`src/rtl/fifo_stim_gen.sv`:
```
// -----------------------------------------------------------------------------
// fifo_stim_gen
//
// Synthesizable traffic generator for the write/read side of a synchronous
// FIFO. A test controller starts a run with a pattern mode and an operation
// budget. The generator then issues registered wr_en / rd_en / data_in until
// that many active cycles (wr_en | rd_en) have gone out. It then pulses done.
//
// Pattern modes (latched at start):
//   0 random       : LFSR-driven enables with WR_PCT / RD_PCT probabilities,
//                    write data taken from the LFSR top bits
//   1 fill-drain   : FIFO_DEPTH writes, then FIFO_DEPTH reads, repeating
//   2 simultaneous : write and read every cycle
//   3 alternate    : write, read, write, read, ...
//   In modes 1-3 the write data is a counter starting at 0.
//
// Optional feature macro: FIFO_STIM_LEGAL_ONLY_EN
//   When it is defined, wr_en is masked by !full and rd_en by !empty. A masked
//   request is not counted and does not advance the fill-drain burst.
//   When it is undefined, full/empty are ignored and requests are issued raw.
//
// Ports:
//   clk       in   1           rising-edge clock
//   rst       in   1           asynchronous active-high reset
//   start     in   1           run request, sampled only while idle
//   mode      in   2           pattern mode, latched at start
//   num_ops   in   16          active-cycle budget, latched at start
//   full      in   1           FIFO full flag
//   empty     in   1           FIFO empty flag
//   wr_en     out  1           FIFO write enable (registered)
//   rd_en     out  1           FIFO read enable (registered)
//   data_in   out  FIFO_WIDTH  FIFO write data (registered, held between writes)
//   busy      out  1           high while running
//   done      out  1           one-cycle pulse after busy falls
//   op_count  out  16          active cycles issued in the current/last run
// -----------------------------------------------------------------------------
module fifo_stim_gen #(
    parameter int          FIFO_WIDTH = 16,
    parameter int          FIFO_DEPTH = 8,
    parameter int          WR_PCT     = 70,
    parameter int          RD_PCT     = 30,
    parameter logic [31:0] SEED       = 32'hACE1_2024
) (
    input  logic                  clk,
    input  logic                  rst,
    input  logic                  start,
    input  logic [1:0]            mode,
    input  logic [15:0]           num_ops,
    input  logic                  full,
    input  logic                  empty,
    output logic                  wr_en,
    output logic                  rd_en,
    output logic [FIFO_WIDTH-1:0] data_in,
    output logic                  busy,
    output logic                  done,
    output logic [15:0]           op_count
);

    typedef enum logic [1:0] {
        ST_IDLE = 2'd0,
        ST_RUN  = 2'd1,
        ST_DONE = 2'd2
    } state_t;

    localparam logic [1:0]  MODE_RANDOM = 2'd0;
    localparam logic [1:0]  MODE_FILL   = 2'd1;
    localparam logic [1:0]  MODE_SIMUL  = 2'd2;
    localparam logic [1:0]  MODE_ALT    = 2'd3;

    // An all-zero seed would lock the LFSR at zero forever.
    localparam logic [31:0] SEED_EFF  = (SEED == 32'h0000_0000) ? 32'h0000_0001 : SEED;
    localparam logic [31:0] LFSR_TAPS = 32'h8020_0003;

    // Thresholds live on a 9-bit scale so that 100% (256) beats every 8-bit
    // LFSR byte and 0% beats none. Out-of-range percentages are clamped.
    localparam int          WR_THR   = (WR_PCT >= 100) ? 256 : ((WR_PCT <= 0) ? 0 : (WR_PCT * 256) / 100);
    localparam int          RD_THR   = (RD_PCT >= 100) ? 256 : ((RD_PCT <= 0) ? 0 : (RD_PCT * 256) / 100);
    localparam logic [8:0]  WR_THR_V = 9'(WR_THR);
    localparam logic [8:0]  RD_THR_V = 9'(RD_THR);

    localparam int             BW          = (FIFO_DEPTH > 1) ? $clog2(FIFO_DEPTH) : 1;
    localparam logic [BW-1:0]  BURST_LAST  = BW'(FIFO_DEPTH - 1);
    localparam logic [BW-1:0]  BURST_ONE   = BW'(1'b1);
    localparam logic [FIFO_WIDTH-1:0] DATA_ONE = FIFO_WIDTH'(1'b1);

    // One step of the right-shifting Galois LFSR.
    function automatic logic [31:0] lfsr_next(input logic [31:0] cur);
        logic [31:0] shifted;
        shifted = {1'b0, cur[31:1]};
        if (cur[0]) begin
            return shifted ^ LFSR_TAPS;
        end else begin
            return shifted;
        end
    endfunction

    // Registered state
    state_t                  state_r;
    logic [1:0]              mode_r;
    logic [15:0]             num_ops_r;
    logic [15:0]             op_count_r;
    logic [BW-1:0]           burst_r;
    logic                    phase_r;      // fill-drain: 0 = filling, 1 = draining
    logic                    alt_r;        // alternate: 0 = write slot, 1 = read slot
    logic [FIFO_WIDTH-1:0]   data_cnt_r;
    logic [31:0]             lfsr_r;
    logic                    wr_en_r;
    logic                    rd_en_r;
    logic [FIFO_WIDTH-1:0]   data_in_r;
    logic                    busy_r;
    logic                    done_r;

    // Next-state values
    state_t                  state_nxt_s;
    logic [1:0]              mode_nxt_s;
    logic [15:0]             num_ops_nxt_s;
    logic [15:0]             op_count_nxt_s;
    logic [BW-1:0]           burst_nxt_s;
    logic                    phase_nxt_s;
    logic                    alt_nxt_s;
    logic [FIFO_WIDTH-1:0]   data_cnt_nxt_s;
    logic [31:0]             lfsr_nxt_s;
    logic                    wr_en_nxt_s;
    logic                    rd_en_nxt_s;
    logic [FIFO_WIDTH-1:0]   data_in_nxt_s;
    logic                    busy_nxt_s;
    logic                    done_nxt_s;

    // Request decode and legality gating
    logic                    wr_req_s;
    logic                    rd_req_s;
    logic                    wr_ok_s;
    logic                    rd_ok_s;
    logic                    active_s;
    logic                    burst_step_s;
    logic [FIFO_WIDTH-1:0]   lfsr_data_s;

    // Random-mode write data: the top FIFO_WIDTH bits of the LFSR. Widths above
    // 32 bits wrap around the register instead of indexing past it.
    always_comb begin
        lfsr_data_s = '0;
        for (int i = 0; i < FIFO_WIDTH; i++) begin
            lfsr_data_s[i] = lfsr_r[(i + 64 - FIFO_WIDTH) % 32];
        end
    end

    // Raw write/read request for the current pattern.
    always_comb begin
        wr_req_s = 1'b0;
        rd_req_s = 1'b0;
        case (mode_r)
            MODE_RANDOM: begin
                wr_req_s = ({1'b0, lfsr_r[7:0]}  < WR_THR_V);
                rd_req_s = ({1'b0, lfsr_r[15:8]} < RD_THR_V);
            end
            MODE_FILL: begin
                wr_req_s = ~phase_r;
                rd_req_s = phase_r;
            end
            MODE_SIMUL: begin
                wr_req_s = 1'b1;
                rd_req_s = 1'b1;
            end
            MODE_ALT: begin
                wr_req_s = ~alt_r;
                rd_req_s = alt_r;
            end
            default: begin
                wr_req_s = 1'b0;
                rd_req_s = 1'b0;
            end
        endcase
    end

`ifdef FIFO_STIM_LEGAL_ONLY_EN
    // Mask requests the FIFO cannot accept. The flags are one cycle old, so one
    // over-issue is possible right at the boundary.
    always_comb begin
        wr_ok_s = wr_req_s & ~full;
        rd_ok_s = rd_req_s & ~empty;
    end
`else
    // Flags are ignored in this build, so overflow and underflow are exercised on purpose.
    logic unused_flags_s;
    assign unused_flags_s = full ^ empty;

    // Requests are issued as computed.
    always_comb begin
        wr_ok_s = wr_req_s;
        rd_ok_s = rd_req_s;
    end
`endif

    // Active-cycle and burst-advance qualifiers.
    always_comb begin
        active_s     = wr_ok_s | rd_ok_s;
        burst_step_s = phase_r ? rd_ok_s : wr_ok_s;
    end

    // FSM next-state and next-output computation.
    always_comb begin
        state_nxt_s    = state_r;
        mode_nxt_s     = mode_r;
        num_ops_nxt_s  = num_ops_r;
        op_count_nxt_s = op_count_r;
        burst_nxt_s    = burst_r;
        phase_nxt_s    = phase_r;
        alt_nxt_s      = alt_r;
        data_cnt_nxt_s = data_cnt_r;
        lfsr_nxt_s     = lfsr_r;
        wr_en_nxt_s    = 1'b0;
        rd_en_nxt_s    = 1'b0;
        data_in_nxt_s  = data_in_r;
        busy_nxt_s     = 1'b0;
        done_nxt_s     = 1'b0;

        case (state_r)
            ST_IDLE: begin
                if (start) begin
                    state_nxt_s    = ST_RUN;
                    mode_nxt_s     = mode;
                    num_ops_nxt_s  = num_ops;
                    op_count_nxt_s = 16'd0;
                    burst_nxt_s    = '0;
                    phase_nxt_s    = 1'b0;
                    alt_nxt_s      = 1'b0;
                    data_cnt_nxt_s = '0;
                    busy_nxt_s     = 1'b1;
                end else begin
                    state_nxt_s    = ST_IDLE;
                end
            end

            ST_RUN: begin
                lfsr_nxt_s = lfsr_next(lfsr_r);
                // op_count counts enables already registered. Once the budget
                // is met, the enables drop while done rises. This keeps done
                // from ever sharing a cycle with an active enable.
                if (op_count_r == num_ops_r) begin
                    state_nxt_s = ST_DONE;
                    done_nxt_s  = 1'b1;
                end else begin
                    busy_nxt_s  = 1'b1;
                    wr_en_nxt_s = wr_ok_s;
                    rd_en_nxt_s = rd_ok_s;
                    alt_nxt_s   = ~alt_r;

                    if (active_s) begin
                        op_count_nxt_s = op_count_r + 16'd1;
                    end else begin
                        op_count_nxt_s = op_count_r;
                    end

                    if (wr_ok_s) begin
                        if (mode_r == MODE_RANDOM) begin
                            data_in_nxt_s = lfsr_data_s;
                        end else begin
                            data_in_nxt_s  = data_cnt_r;
                            data_cnt_nxt_s = data_cnt_r + DATA_ONE;
                        end
                    end else begin
                        data_in_nxt_s = data_in_r;
                    end

                    if ((mode_r == MODE_FILL) && burst_step_s) begin
                        if (burst_r == BURST_LAST) begin
                            burst_nxt_s = '0;
                            phase_nxt_s = ~phase_r;
                        end else begin
                            burst_nxt_s = burst_r + BURST_ONE;
                        end
                    end else begin
                        burst_nxt_s = burst_r;
                    end
                end
            end

            ST_DONE: begin
                state_nxt_s = ST_IDLE;
            end

            default: begin
                state_nxt_s = ST_IDLE;
            end
        endcase
    end

    // State and output registers with asynchronous reset.
    always_ff @(posedge clk or posedge rst) begin
        if (rst) begin
            state_r    <= ST_IDLE;
            mode_r     <= 2'd0;
            num_ops_r  <= 16'd0;
            op_count_r <= 16'd0;
            burst_r    <= '0;
            phase_r    <= 1'b0;
            alt_r      <= 1'b0;
            data_cnt_r <= '0;
            lfsr_r     <= SEED_EFF;
            wr_en_r    <= 1'b0;
            rd_en_r    <= 1'b0;
            data_in_r  <= '0;
            busy_r     <= 1'b0;
            done_r     <= 1'b0;
        end else begin
            state_r    <= state_nxt_s;
            mode_r     <= mode_nxt_s;
            num_ops_r  <= num_ops_nxt_s;
            op_count_r <= op_count_nxt_s;
            burst_r    <= burst_nxt_s;
            phase_r    <= phase_nxt_s;
            alt_r      <= alt_nxt_s;
            data_cnt_r <= data_cnt_nxt_s;
            lfsr_r     <= lfsr_nxt_s;
            wr_en_r    <= wr_en_nxt_s;
            rd_en_r    <= rd_en_nxt_s;
            data_in_r  <= data_in_nxt_s;
            busy_r     <= busy_nxt_s;
            done_r     <= done_nxt_s;
        end
    end

    assign wr_en    = wr_en_r;
    assign rd_en    = rd_en_r;
    assign data_in  = data_in_r;
    assign busy     = busy_r;
    assign done     = done_r;
    assign op_count = op_count_r;

endmodule

```
`config.mk`:
```
export PLATFORM = sky130hd
export DESIGN_NAME = fifo_stim_gen
export DESIGN_NICKNAME = d
export VERILOG_FILES = /design/src/rtl/fifo_stim_gen.sv
export SDC_FILE = /design/constraint.sdc
export NUM_CORES = 1
export LEC_CHECK = 0
export ABC_AREA = 1
export BUFFER_PORTS_ARGS = -buffer_cell sky130_fd_sc_hd__buf_2
export CAP_MARGIN = 20
export CORE_MARGIN = 10
export CORE_UTILIZATION = 45
export DETAILED_ROUTE_END_ITERATION = 12
export MAX_ROUTING_LAYER = met4
export PLACE_DENSITY = 0.75
export SLEW_MARGIN = 20
export SYNTH_ARGS = -nofsm -noshare
export SYNTH_HDL_FRONTEND = slang
export SYNTH_SLANG_ARGS = --single-unit
```
`constraint.sdc`:
```
create_clock -name clk -period 3.4 [get_ports clk]
set_clock_uncertainty 0.15 [all_clocks]
set_input_delay 0.51 -clock clk [delete_from_list [all_inputs] [get_ports clk]]
set_output_delay 0.51 -clock clk [all_outputs]
set_load 0.02 [all_outputs]
```
## Word level (Yosys, flattened, before mapping)

Index checks and enable logic that the tools add are counted.

| storage, ports and cells | value |
|---|---|
| memories | 0 |
| input bits | 23 |
| bits in latches | 0 |
| output and inout port bits | 36 |
| register bits after elaboration | 109 |
| bits in read-only memories | 0 |
| RAM bits | 0 |
| logic and storage cells | 86 |

| operators by class | value |
|---|---|
| magnitude comparators | 2 |
| equal/unequal tests | 14 |
| shifts and indexed selects | 0 |
| divide/modulo/power cells | 0 |
| bitwise logic cells | 5 |
| multiplexer cells | 37 |
| reductions and logical operators | 11 |
| add/subtract/negate cells | 3 |
| multiply operators | 0 |

Operators by type and width:

| kind | count |
|---|---|
| $mux 16 | 7 |
| $pmux 16 s2 | 2 |
| $add 16x1->16 const B | 2 |
| $mux 32 | 1 |
| $eq 16x16->1 | 1 |
| $ne 2x2->1 const B | 8 |
| $mux 1 | 15 |
| $mux 3 | 4 |
| $reduce_and 5->1 | 2 |
| $lt 8x7->1 const B | 1 |
| $lt 8x8->1 const B | 1 |
| $pmux 1 s4 | 2 |
| $reduce_and 4->1 | 2 |
| $pmux 1 s2 | 3 |
| $pmux 3 s2 | 1 |
| $reduce_and 3->1 | 2 |
| $eq 2x1->1 const B | 2 |
| $eq 2x2->1 const B | 2 |
| $logic_not 2->1 | 2 |
| $not 3->4 | 1 |
| $pmux 2 s2 | 1 |
| $add 3x1->3 const B | 1 |
| $eq 3x3->1 const B | 1 |
| $not 1->1 | 3 |
| 5 further kinds | 5 |

## Logic depth before layout (Yosys ltp)

Gate-level depths: netlist of run 1.

| logic depth | value |
|---|---|
| depth in word-level cells | 7 |
| depth in mapped cells | 13 |
| mapped depth without buffers | 12 |

## Worst setup path before layout of run 1

Ideal clock, no wire load.

| timing path | value |
|---|---|
| path kind | register to register |
| from | register op_count_r[2], in the netlist op_count[2] |
| to | register op_count_r[4], in the netlist op_count[4] |
| clock period less this slack | 1.836 ns |
| path buffers | 1 |
| data arrival time | 1.568 ns |
| setup time | 0.118 ns |
| setup slack | 1.564 ns |
| stages on the path, launching flop included | 13 |
| path through | dfrtp_1 > inv_1 > nand2_1 > nand2_1 > nor2_1 > nand2_1 > nor2_1 > nand2_1 > nand2_2 > nand2_4 > buf_2 > nand3_1 > nand2_1 |

| between the ends | value |
|---|---|
| longest elaborated chain between the ends | 4 |
| elaborated cells on any way between the ends | 7 |
| those cells by class | 1 x add/sub; 2 x eq/ne; 3 x mux; 1 x reduce/logical |

RTL lines:

| element | RTL line | RTL |
|---|---|---|
| start, declared | 101 | `logic [15:0] op_count_r;` |
| start signal, assigned | 309 | `op_count_r <= op_count_nxt_s;` |
| $add 16x1->16 | 249 | `op_count_nxt_s = op_count_r + 16'd1;` |
| $mux 16 | 248 | `if (active_s) begin` |
| $mux 16 | 239 | `if (op_count_r == num_ops_r) begin` |
| $pmux 16 s2 | 217 | `case (state_r)` |

Parallel ways exist; a longest one is shown, timed or not. The select of a mux whose other input is x is not followed.
A chain may end at the register's enable or synchronous reset.

## Worst setup path after layout of run 1

| timing path | value |
|---|---|
| from | register op_count_r[10], in the netlist op_count[10] |
| to | register op_count_r[8], in the netlist op_count[8] |

| between the ends | value |
|---|---|
| longest elaborated chain between the ends | 3 |

RTL lines:

| element | RTL line |
|---|---|
| $eq 16x16->1 | 239 |
| $ne 2x2->1 (no line) | n/a |
| $reduce_and 4->1 (no line) | n/a |

Every way passes these cells.

==> results of run 1 <==
-- registers in the layout, summed over array words and instances (netlist names) --
signal and flops:
alt_r 1, burst_r 3, busy 1, data_cnt_r 16, data_in 16, done 1
lfsr_r 32, mode_r 2, num_ops_r 16, op_count 16, phase_r 1, rd_en 1
state_r 2, wr_en 1
-- worst max-delay path: stages (launching register included) --
cell,delay [ps]
dfrtp_1,490
inv_1,100
nand2_1,70
nand2_1,50
nor2_1,80
nand2_1,60
nor2_1,240
nand2_1,130
nand2_2,390
nand2_4,370
nand2_4,300
nand2_1,80
nand2_1,70
-- where the power goes --
group / total, uW / leakage, uW / internal, uW / switching, uW
registers: 1300 / 0.00134 / 1300 / 0
clock network: 1050 / 0.000143 / 589 / 464
logic: 40.7 / 0.00181 / 12.1 / 28.6
total: 2390 / 0.00329 / 1900 / 493
-- Yosys cell counts (5+ instances only) --
cell type | instances | area [um2]
nand2_1 | 265 | 994.7
dfrtp_1 | 98 | 2452
nor2_1 | 89 | 334.1
inv_1 | 61 | 229.0
nand3_1 | 51 | 255.2
o21ai_0 | 50 | 250.2
a21oi_1 | 24 | 120.1
xor2_1 | 19 | 166.4
nor3_1 | 18 | 90.09
clkbuf_1 | 16 | 60.06
dfstp_2 | 11 | 289.0
buf_2 | 7 | 35.03
ha_1 | 5 | 62.56
-- routing by layer --
metal / part of all wire [%] / routed length [um] / global-route usage [%] / up-vias
li1: - / - / - / 2416
met1: 48 / 6081 / 20.02 / 2198
met3: 4.2 / 531 / 2.820 / 21
met5: 0 / 0 / - / -
met4: 2.0 / 246 / 7.046 / 0
met2: 45 / 5714 / 22.57 / 81
-- area by class of cell --
type	count	area [um2]	area share [%]
clock buffers	12	246.5	3.886
clock inverters	4	47.55	0.7497
inverters	64	244.0	3.847
multi-input cells	545	2505	39.49
flip-flops and latches	109	2741	43.22
well taps	168	210.2	3.314
repair buffers	63	347.8	5.484
-- worst paths after layout --
path | start | to | slack, ps | cells after the start
min | num_ops[1] | num_ops_r[1]$_DFFE_PP0P_ | 230 | 2
min in group asynchronous | rst | lfsr_r[11]$_DFFE_PP0P_ | 540 | 3
min reg2reg | lfsr_r[8]$_DFFE_PP0P_ | lfsr_r[8]$_DFFE_PP0P_ | 330 | 2
max reg2reg | op_count[10]$_DFFE_PP0P_ | op_count[8]$_DFFE_PP0P_ | 760 | 12
max | op_count[10]$_DFFE_PP0P_ | op_count[8]$_DFFE_PP0P_ | 760 | 12
max in group asynchronous | rst | lfsr_r[26]$_DFFE_PP1P_ | 1830 | 4
-- cell families (layout without fill, tap and decap cells) --
family | after synthesis | in the layout | synth area share (%)
muxes | 1 | 1 | 0.2003
and+or+nand+nor | 440 | 440 | 32.34
AOI/OAI and AO/OA | 77 | 77 | 7.389
buffers and inverters | 93 | 143 | 6.766
xor gates and xnor gates | 22 | 22 | 3.428
adders and majority gates | 5 | 5 | 1.113
DFF | 109 | 109 | 48.76
-- per-stage QoR --
stage	hold slack, ps	worst slack, ps	instances
3_5_place_dp	315.4	793.1	948
4_1_cts	224.7	764.5	965
2_1_floorplan	292.2	1433	747
3_3_place_gp	309.7	843.6	948
5_1_grt	237.9	453.9	965
6_report	232.6	761.7	965
==> results.md, run 1 <==
- The count of different cell masters after synthesis is 31.
- In the synthesized netlist the dominant register cell turns out to be dfrtp_1.
- The number of clock buffers added by TritonCTS is 9.
- The number of nets in the layout is 820.
- The count of routing violations after the opening detailed-route iteration is around 430.
- Setup repair after global routing left no endpoint under its margin.
- The number of sinks on the clock net is 109.
- The area after detailed placement is 0.006038 mm2.
- Compared with the post-synthesis result, the final layout area differs by 12.82%.
- The number of setup buffers added after CTS is 0.
- The max-slew violation total from the final report came to 0.
- Max-cap violations in this run came to 0.
- The core region is 0.01211 mm2.
- The H-tree was split into 3 levels.
- The type of the worst setup path is flop to flop.
- The root cell of the clock tree is clkbuf_16.
- The initial standard-cell utilization of the core is a little under half.
- For this run, the share of the core covered by cells in the final layout is a little over half.
- The number of inserted diodes is 0.
- The minimum period implied by the final worst setup slack is 2638 ps.
- Setup violations remaining at the end of the flow were counted as 0.
- The analysis attributes to cell leakage a power of 0.003292 uW.
- The library cell used most frequently in the layout, excluding fill and tap cells, is nand2_1.
- Counting flops with a built-in enable in the synthesized netlist gives 0.
- The area of the mapped netlist is 0.005622 mm2.
- The synthesis-stage register bit count is 109.
- Power spread over the standard cell area amounts to 377.0 mW/mm2.
- The remaining antenna violation count after routing is 0.
- The die footprint is 0.01736 mm2.
- The horizontal extent of the die is 131.8 um.
- After layout, the design draws a total of 2391 uW.
- For the worst setup path, the data required time is 3540 ps.
- Along the worst path, the maximum fanout reaches 35.
- Data arrives at the worst endpoint at 2780 ps.
- The congestion estimate from routability-driven global placement came to 0.8693.
- The startpoint type of the worst setup path is a flop.
- The total of buffers placed on input and output ports is 56.
- Yosys printed 0 warnings.
- The worst relative slew slack is about half.
- The clock tree from TritonCTS is built.
- The post-layout instance area is 0.006342 mm2.
- In this run the mean area of a mapped cell was between 7 and 8 um2.
- The initial antenna violation count is 0.
- The number of nets produced by synthesis is ~780.
- The worst voltage drop across the vdd grid is 0.0002153 V.
- The post-route setup TNS is 0 ps.
- Based on the critical path, the design can be clocked at up to 379.0 MHz.
- Clock-pin slew was measured on the worst setup and hold paths at 70 ps.
- Buffers inserted to repair hold after CTS numbered 1.
- The first global-routing pass estimated 21790 um of wire.
- The aggregate global-route resource usage is 15.30%.
- The routed wire length is 12570 um.
- The vias after detailed routing is approximately 4700.
- For this run, design rule violations remaining after detail routing come to 0.
- From bottom edge to top edge, the die measures 131.8 um.
- Leaving out fill and tap cells, the most frequent cells in the layout are nand2_1 (264), dfrtp_1 (98), nor2_1 (88).
- The number of buffers between clock root and the deepest sink is 2.
- The mean routed wirelength per cell is ~13 um.
- 59 I/O pins were placed.
- The actual slew at the worst max-slew pin is 721.4 ps.
- The total number of placement rows is 40.
- The pre-antenna-repair detailed-routing pass consisted of 5 iterations.
- For this run the aggregate overflow at the end of global routing stands at 0.
- Entering global routing, the biggest net connects 76 pins.
- The later pin in the worst-skew pair is clocked with a latency of between 300 and 400 ps.
- The nature of the critical path endpoint is a flop.
- The final count of hold timing violations is 0.
- The post-synthesis async set-or-reset flop share is 100.0%.
- After legalization and detailed placement, the total HPWL measured around 8500 um.
- The number of fill cells is 1184.
- The worst hold path belongs to the class input pin to flop.
- Using the TritonRoute via totals, the vias-per-cell ratio works out to 4.887.
- The final critical-path share of the clock period is between 70% and 80%.
- Synthesis handed over a netlist of 747 instances.
- Gates resized during post-CTS repair numbered 0.
- The post-route netlist has 13.05% of its cells at a drive strength greater than 1.
- The number of global-route vias before repair was 4549.
- The post-synthesis sequential area ratio is 48.76%.
- The flow ran to the end, and the final reports show no timing, DRC or antenna violations.
(Power assumes the default switching activity.)
==> run 2, diff against run 1 <==
PLACE_DENSITY = 0.73   (was 0.75)
clock period = 2.7 ns   (was 3.4 ns; I/O delays follow)
==> run 2 against run 1 <==
Non-clock buffer count up 1. Largest power group unchanged. Critical endpoint unchanged. Routed wire length down 1.9%. Highest routed layer unchanged. Clock power up 23%. Largest cell class unchanged. Total power up 24%. Flip-flop and latch count unchanged.
==> results.md, run 2 (same netlist as run 1, synthesis figures left out) <==
- The detailed-router iteration count before antenna repair is 5 (unchanged).
- The final critical-path share of the clock period is 81.94% (+4.3 points).
- The register name with the most flops is lfsr_r.
- The global placement routability congestion is 0.8754 (+0.70%).
- The mean routed wirelength per cell was 12.77 um (-2.0%).
- The number of global-route vias before repair is 4558 (+0.20%).
- The number of setup buffers added after CTS was 0 (unchanged).
- The largest net degree at the start of global routing was 110 (+45%).
- The required time at the endpoint of the critical path came to 2830 ps (-710 ps).
- The library cells used most frequently in the layout, excluding fill and tap cells, are nand2_1 (264), dfrtp_1 (98), nor2_1 (88).
- The residual overflow from global routing is 0 (unchanged).
- The core region area is 0.01211 mm2 (unchanged).
- The type of the worst setup path is flop to flop.
- The final setup slack of the worst path came to 487.6 ps (-274.1 ps).
- The ratio of cells with drive above 1 in the final layout is 13.53% (+0.48 points).
- The routed wire length is 12330 um (-1.9%).
- The number of nets in the layout was 821 (+0.12%).
- The total power draw came to 2972 uW (+24%).
- The via count normalized by instance count is 4.904 (+0.34%).
- The aggregate global-route resource usage is 15.14% (-0.16 points).
- The largest stage delay on the critical path is 490 ps (about the same).
- The remaining antenna violation count after routing is 0 (unchanged).
- The latest clock arrival within the worst-skew pair is 360 ps (about the same).
- The fmax is 452.0 MHz (+19%).
- The number of inserted diodes is 0 (unchanged).
- The number of sinks on the clock net was 109 (unchanged).
- The cell occurring most often along the worst timing path is nand2_1.
- The wire length of the first global-routing pass is 21650 um (-0.67%).
- The worst relative slew slack is 51.24% (-0.67 points).
- The vias after detailed routing is 4737 (+0.45%).
- The setup slack of the worst register-to-register path is 490 ps (-270 ps).
- Setup repair after global routing left no endpoint under its margin.
- The number of buffers added to fix hold violations after cts is 0 (-1).
- The deepest level of the CTS H-tree is 3 (unchanged).
- The die footprint is 0.01736 mm2 (unchanged).
- The slowest cell on the critical path is dfrtp_1.
- The total of buffers placed on input and output ports is 56 (unchanged).
- The clock input transition at the sequential cells of the worst setup and hold paths is 70 ps (about the same).
- The HPWL reported at the end of detailed placement is 8508 um (+0.29%).
- The cell leakage power is 0.003302 uW (+0.31%).
- The data arrival time of the critical path is 2350 ps (-430 ps).
- The initial standard-cell utilization of the core came to 46.42% (unchanged).
- The flow ran to the end, and the final reports show no timing, DRC or antenna violations.
- The synthesis-to-layout area growth came to 12.93% (about the same).
- The maximum fanout encountered on the critical timing path is 35 (unchanged).
- The number of flip-flops in the largest register was 32 (unchanged).
- The die outline height came to 131.8 um (unchanged).
- The minimum period implied by the final worst setup slack was 2212 ps (-425.9 ps).
- The post-route setup TNS is 0 ps (unchanged).
- CTS placed an instance of clkbuf_16 at the clock tree root.
- The initial antenna violation count was 0 (unchanged).
- The total number of placement rows is 40 (unchanged).
- The total of max-cap violations is 0 (unchanged).
- The number of instances resized during post-cts repair came to 0 (unchanged).
- The number of design rule violations left after detail routing was 0 (unchanged).
- The number of buffers between clock root and the deepest sink is 2 (unchanged).
- The count of routing violations after the opening detailed-route iteration is 368 (-15%).
- TritonCTS built the clock tree.
- Walking the worst path, the cells encountered are inv_1 > nand2_1 > nand2_1 > nor2_1 > nand2_1 > nor2_1 > nand2_1 > nand2_2 > nand2_4 > nand2_4 > nand2_1 > nand2_1.
- The number of top-level design ports came to 59 (unchanged).
- The nature of the critical path endpoint is a flop.
- The total of endpoints with negative setup slack in the final report is 0 (unchanged).
- The worst slack at placement is 490.3 ps (-302.8 ps).
- The horizontal extent of the die is 131.8 um (unchanged).
- The worst voltage drop across the vdd grid is 0.0003381 V (+57%).
- The startpoint type of the worst setup path is a flop.
- The library cell used most frequently in the layout, excluding fill and tap cells, is nand2_1.
- The cell area power density is 468.2 mW/mm2 (+24%).
- The final count of hold timing violations is 0 (unchanged).
- The max-slew violation total from the final report is 0 (unchanged).
- The type of the worst min-delay path is input pin to async pin.
- The actual slew at the worst max-slew pin is 731.4 ps (+9.977 ps).
- The total CTS buffers came to 9 (unchanged).
-- run 2: layer usage --
layer  track usage, %  vias to the layer above  part of all wire [%]
li1                 -                     2436                     -
met3            3.659                       12                   4.1
met1            19.54                     2205                    49
met4            3.832                        0                   1.1
met5                -                        -                     0
met2            23.43                       84                    46
-- run 2: area by class of cell --
type                            instances  area, um2
Clock buffer                           11      252.7
Fill cell                            1205       5763
Sequential cell                       109       2741
Tap cell                              168      210.2
Multi-Input combinational cell        545       2505
Inverter                               64      244.0
Clock inverter                          5      42.54
Timing Repair Buffer                   64      352.8
-- run 2: power by group --
group | leakage (uW) | switching [uW] | internal, uW
Clock | 0.000148 | 603 | 688
Combinational | 0.00182 | 35.3 | 13.4
Sequential | 0.00134 | 0 | 1630
Total | 0.00330 | 639 | 2330
-- run 2: final timing paths --
check                      depth (start not counted)                  endpoint                     start
setup / recovery                                  12   op_count[8]$_DFFE_PP0P_  op_count[12]$_DFFE_PP0P_
min in group clk                                   2  num_ops_r[1]$_DFFE_PP0P_                num_ops[1]
hold / removal                                     3    lfsr_r[11]$_DFFE_PP0P_                       rst
hold reg to reg                                    2    lfsr_r[22]$_DFFE_PP1P_    lfsr_r[23]$_DFFE_PP1P_
setup reg to reg                                  12   op_count[8]$_DFFE_PP0P_  op_count[12]$_DFFE_PP0P_
max in group asynchronous                          3  num_ops_r[8]$_DFFE_PP0P_                       rst
-- run 2: per-stage QoR --
stage | utilization (%) | instances | hold WS [ps] | instance area [um2]
detailed placement | 49.98 | 950 | 315.6 | 6053
floorplan | - | 747 | 292.2 | 5625
finish | 52.42 | 966 | 29.13 | 6349
global route | 52.42 | 966 | 97.32 | 6349
CTS | 52.42 | 966 | 87.45 | 6349
global placement | 49.98 | 950 | 311.1 | 6053
-- run 2: critical path, delay by kind of cell, from the launching register on --
kind	cells	cell delay [ps]
buffers and inverters	1	70
DFF	1	490
and+or+nand+nor	11	1420
==> run 3, diff against run 2 <==
PLACE_DENSITY = 0.75   (was 0.73)
clock period = 1.9 ns   (was 2.7 ns; I/O delays follow)
==> run 3 against run 2 <==
The run now ends with setup timing left. Via count rose by 4.9%. Clock power rose by 63%. Design area rose by 12%. Register-to-register slack got worse by 490 ps. Cell count rose by 5.4%. Count of clock-buffer cells in the layout fell by 2. Critical endpoint is now data_in[0]$_DFFE_PP0P_.
==> results.md, run 3 (same netlist as run 1, synthesis figures left out) <==
- The critical hold path startpoint is num_ops[6].
- The largest stage delay on the critical path is 400 ps (-90 ps).
- The clock tree from TritonCTS is built.
- The horizontal extent of the die is 131.8 um (unchanged).
- The nature of the critical path endpoint is a flop.
- The latest clock arrival within the worst-skew pair is 360 ps (about the same).
- The cell area power density came to 630.7 mW/mm2 (+35%).
- The path with the worst hold slack has its endpoint at num_ops_r[6]$_DFFE_PP0P_.
- The checks that failed: setup timing.
- The mean routed wirelength per cell is 13.26 um (+3.8%).
- The max-slew violation total from the final report is 0 (unchanged).
- The run finished, with violations left.
- The number of inserted diodes is 0 (unchanged).
- The clock input transition at the sequential cells of the worst setup and hold paths came to 70 ps (about the same).
- The number of nets in the layout is 873 (+6.3%).
- The actual slew at the worst max-slew pin is 577.0 ps (-154.4 ps).
- The global placement routability congestion is 0.9197 (+5.1%).
- The type of the worst setup path is flop to flop.
- The number of sinks on the clock net is 109 (unchanged).
- The minimum period implied by the final worst setup slack is 1904 ps (-308.5 ps).
- The worst hold margin was 15.64 ps (-13.49 ps).
- The via count normalized by instance count was 4.879 (-0.50%).
- Setup repair after global routing could not meet its margin everywhere.
- The capturing point of the worst reg2reg path is data_in[0]$_DFFE_PP0P_.
- The final critical-path share of the clock period is 100.2% (+18 points).
- The post-route setup TNS is -3.888 ps (-3.888 ps).
- The final setup slack of the worst path is -3.888 ps (-491.5 ps).
- The worst voltage drop across the vdd grid is 0.0004736 V (+40%).
- The total of endpoints with negative setup slack in the final report is 1 (+1).
- The number of buffers between clock root and the deepest sink is 2 (unchanged).
- In the layout the commonest cells are nand2_1 (260), dfrtp_1 (97), nor2_1 (86).
- The count of routing violations after the opening detailed-route iteration is 347 (-5.7%).
- The fmax came to 525.2 MHz (+16%).
- The remaining antenna violation count after routing is 0 (unchanged).
- The HPWL reported at the end of detailed placement is 9072 um (+6.6%).
- The largest net degree at the start of global routing was 110 (unchanged).
- The initial standard-cell utilization of the core came to 46.42% (unchanged).
- The aggregate global-route resource usage was 15.70% (+0.56 points).
- The number of global-route vias before repair is 4748 (+4.2%).
- The worst relative slew slack is 61.54% (+10 points).
- The data arrival time of the critical path is 1990 ps (-360 ps).
- The total of max-cap violations was 0 (unchanged).
- The total CTS buffers is 9 (unchanged).
- The number of fill cells is 1090 (-9.5%).
- The register name with the most flops is lfsr_r.
- The required time at the endpoint of the critical path is 1990 ps (-840 ps).
- The critical path goes through inv_2 > nand2_1 > nand2_1 > nor2_1 > nand2_1 > nor2_2 > nand2_2 > nand2_4 > buf_6 > nor2_4 > buf_4 > nand2_1 > nand2_1.
- The final count of hold timing violations came to 0 (unchanged).
- The vias after detailed routing was 4967 (+4.9%).
- The initial antenna violation count came to 0 (unchanged).
- The number of flip-flops in the largest register is 32 (unchanged).
- The cell leakage power is 0.003673 uW (+11%).
- The worst hold path stage count is 3.
- The wire length of the first global-routing pass is 22440 um (+3.7%).
- On the critical path, the stage with the largest delay is an instance of dfrtp_1.
- The total number of placement rows is 40 (unchanged).
- The root cell of the clock tree is clkbuf_16.
- The die outline height was 131.8 um (unchanged).
- The maximum fanout encountered on the critical timing path is 7 (-80%).
- The core region area is 0.01211 mm2 (unchanged).
- The startpoint of the worst register-to-register path is op_count[7]$_DFFE_PP0P_.
- The total of buffers placed on input and output ports is 56 (unchanged).
- The cell depth of the worst flop-to-flop path was 13 (+1).
- The cell occurring most often along the worst timing path is nand2_1.
- The deepest level of the CTS H-tree came to 3 (unchanged).
- The number of design rule violations left after detail routing is 0 (unchanged).
- The routed wire length is 13500 um (+9.4%).
- The most common cell after layout, fill and taps aside is nand2_1.
- The setup slack of the worst register-to-register path is -4 ps (-490 ps).
- The die footprint is 0.01736 mm2 (unchanged).
- STA classifies the critical path startpoint as a flop.
- Compared with the post-synthesis result, the final layout area differs by 26.55%.
- The path class of the tightest hold or removal check is input pin to flop.
- The ratio of cells with drive above 1 in the final layout is 23.06% (+9.5 points).
- The number of top-level design ports is 59 (unchanged).
- The detailed-router iteration count before antenna repair is 5 (unchanged).
- The residual overflow from global routing is 0 (unchanged).
[run 3: changes by cell type in the layout (fill, tap and decap cells not counted), moves of 4 or more]
| cell | delta |
|---|---|
| nand3_2 | +26 |
| buf_4 | +37 |
| nand2_1 | -4 |
| nand3_1 | -26 |
| buf_6 | +4 |
| buf_12 | +7 |
[run 3: per-layer routing]
layer  vias to the layer above  global-route usage (%)  part of all wire (%)
li1                       2539                       -                     -
met5                         -                       -                     0
met1                      2309                   19.60                    47
met2                        94                   24.33                    48
met3                        25                   3.697                   3.5
met4                         0                   5.810                   2.0
[run 3: layout make-up]
class	instances	area, um2	share of cell area, %
clock buffer	9	225.2	3.166
clock inverter	7	105.1	1.477
inverter	64	244.0	3.429
multi-input combinational	545	2701	37.97
sequential	109	2743	38.55
tap	168	210.2	2.955
timing repair buffer	116	885.9	12.45
[run 3: worst max-delay path by stage]
stage                            start                 endpoint  slack, ps  depth (start not counted)
2_1_floorplan  op_count[2]$_DFFE_PP0P_  op_count[4]$_DFFE_PP0P_         60                         12
3_3_place_gp     lfsr_r[0]$_DFFE_PP0P_   data_in[7]$_DFFE_PP0P_         -2                          8
3_5_place_dp     lfsr_r[0]$_DFFE_PP0P_  data_in[13]$_DFFE_PP0P_        -30                          8
4_1_cts        op_count[8]$_DFFE_PP0P_  data_in[13]$_DFFE_PP0P_         10                         13
5_1_grt        op_count[7]$_DFFE_PP0P_   data_in[0]$_DFFE_PP0P_        -90                         13
6_report       op_count[7]$_DFFE_PP0P_   data_in[0]$_DFFE_PP0P_         -4                         13
[run 3: worst max-delay path: cells and delay by family (launching register included)]
family,cells,cell delay (ps)
simple gates,10,900
flops,1,400
buf+inv,3,330
[run 3: report_power, final]
part	leakage (uW)	total, uW	switching [uW]	internal [uW]
Combinational	0.00217	72.1	50.4	21.7
Clock	0.000164	2100	917	1180
Sequential	0.00134	2320	0	2320
Total	0.00367	4490	967	3520
[run 3: what timing repair did]
action	CTS	global route
hold buffers	2	0
buffers inserted	2	8
cloned	0	2
setup endpoints to repair	20	49
resized for setup	2	49
pin swaps	1	28
endpoints found under the hold margin	99	0
[run 3: through the flow]
stage               power [uW]  setup WS, ps  utilization (%)  instance area, um2  std cells
global route              4632        -89.13            58.74                7114       1018
detailed placement        2436        -28.73            52.95                6414        988
global placement          2436        -1.992            52.95                6414        988
CTS                       4528         10.09            56.12                6797       1008
floorplan                 2399         64.13                -                5625        747
finish                    4487        -3.888            58.74                7114       1018
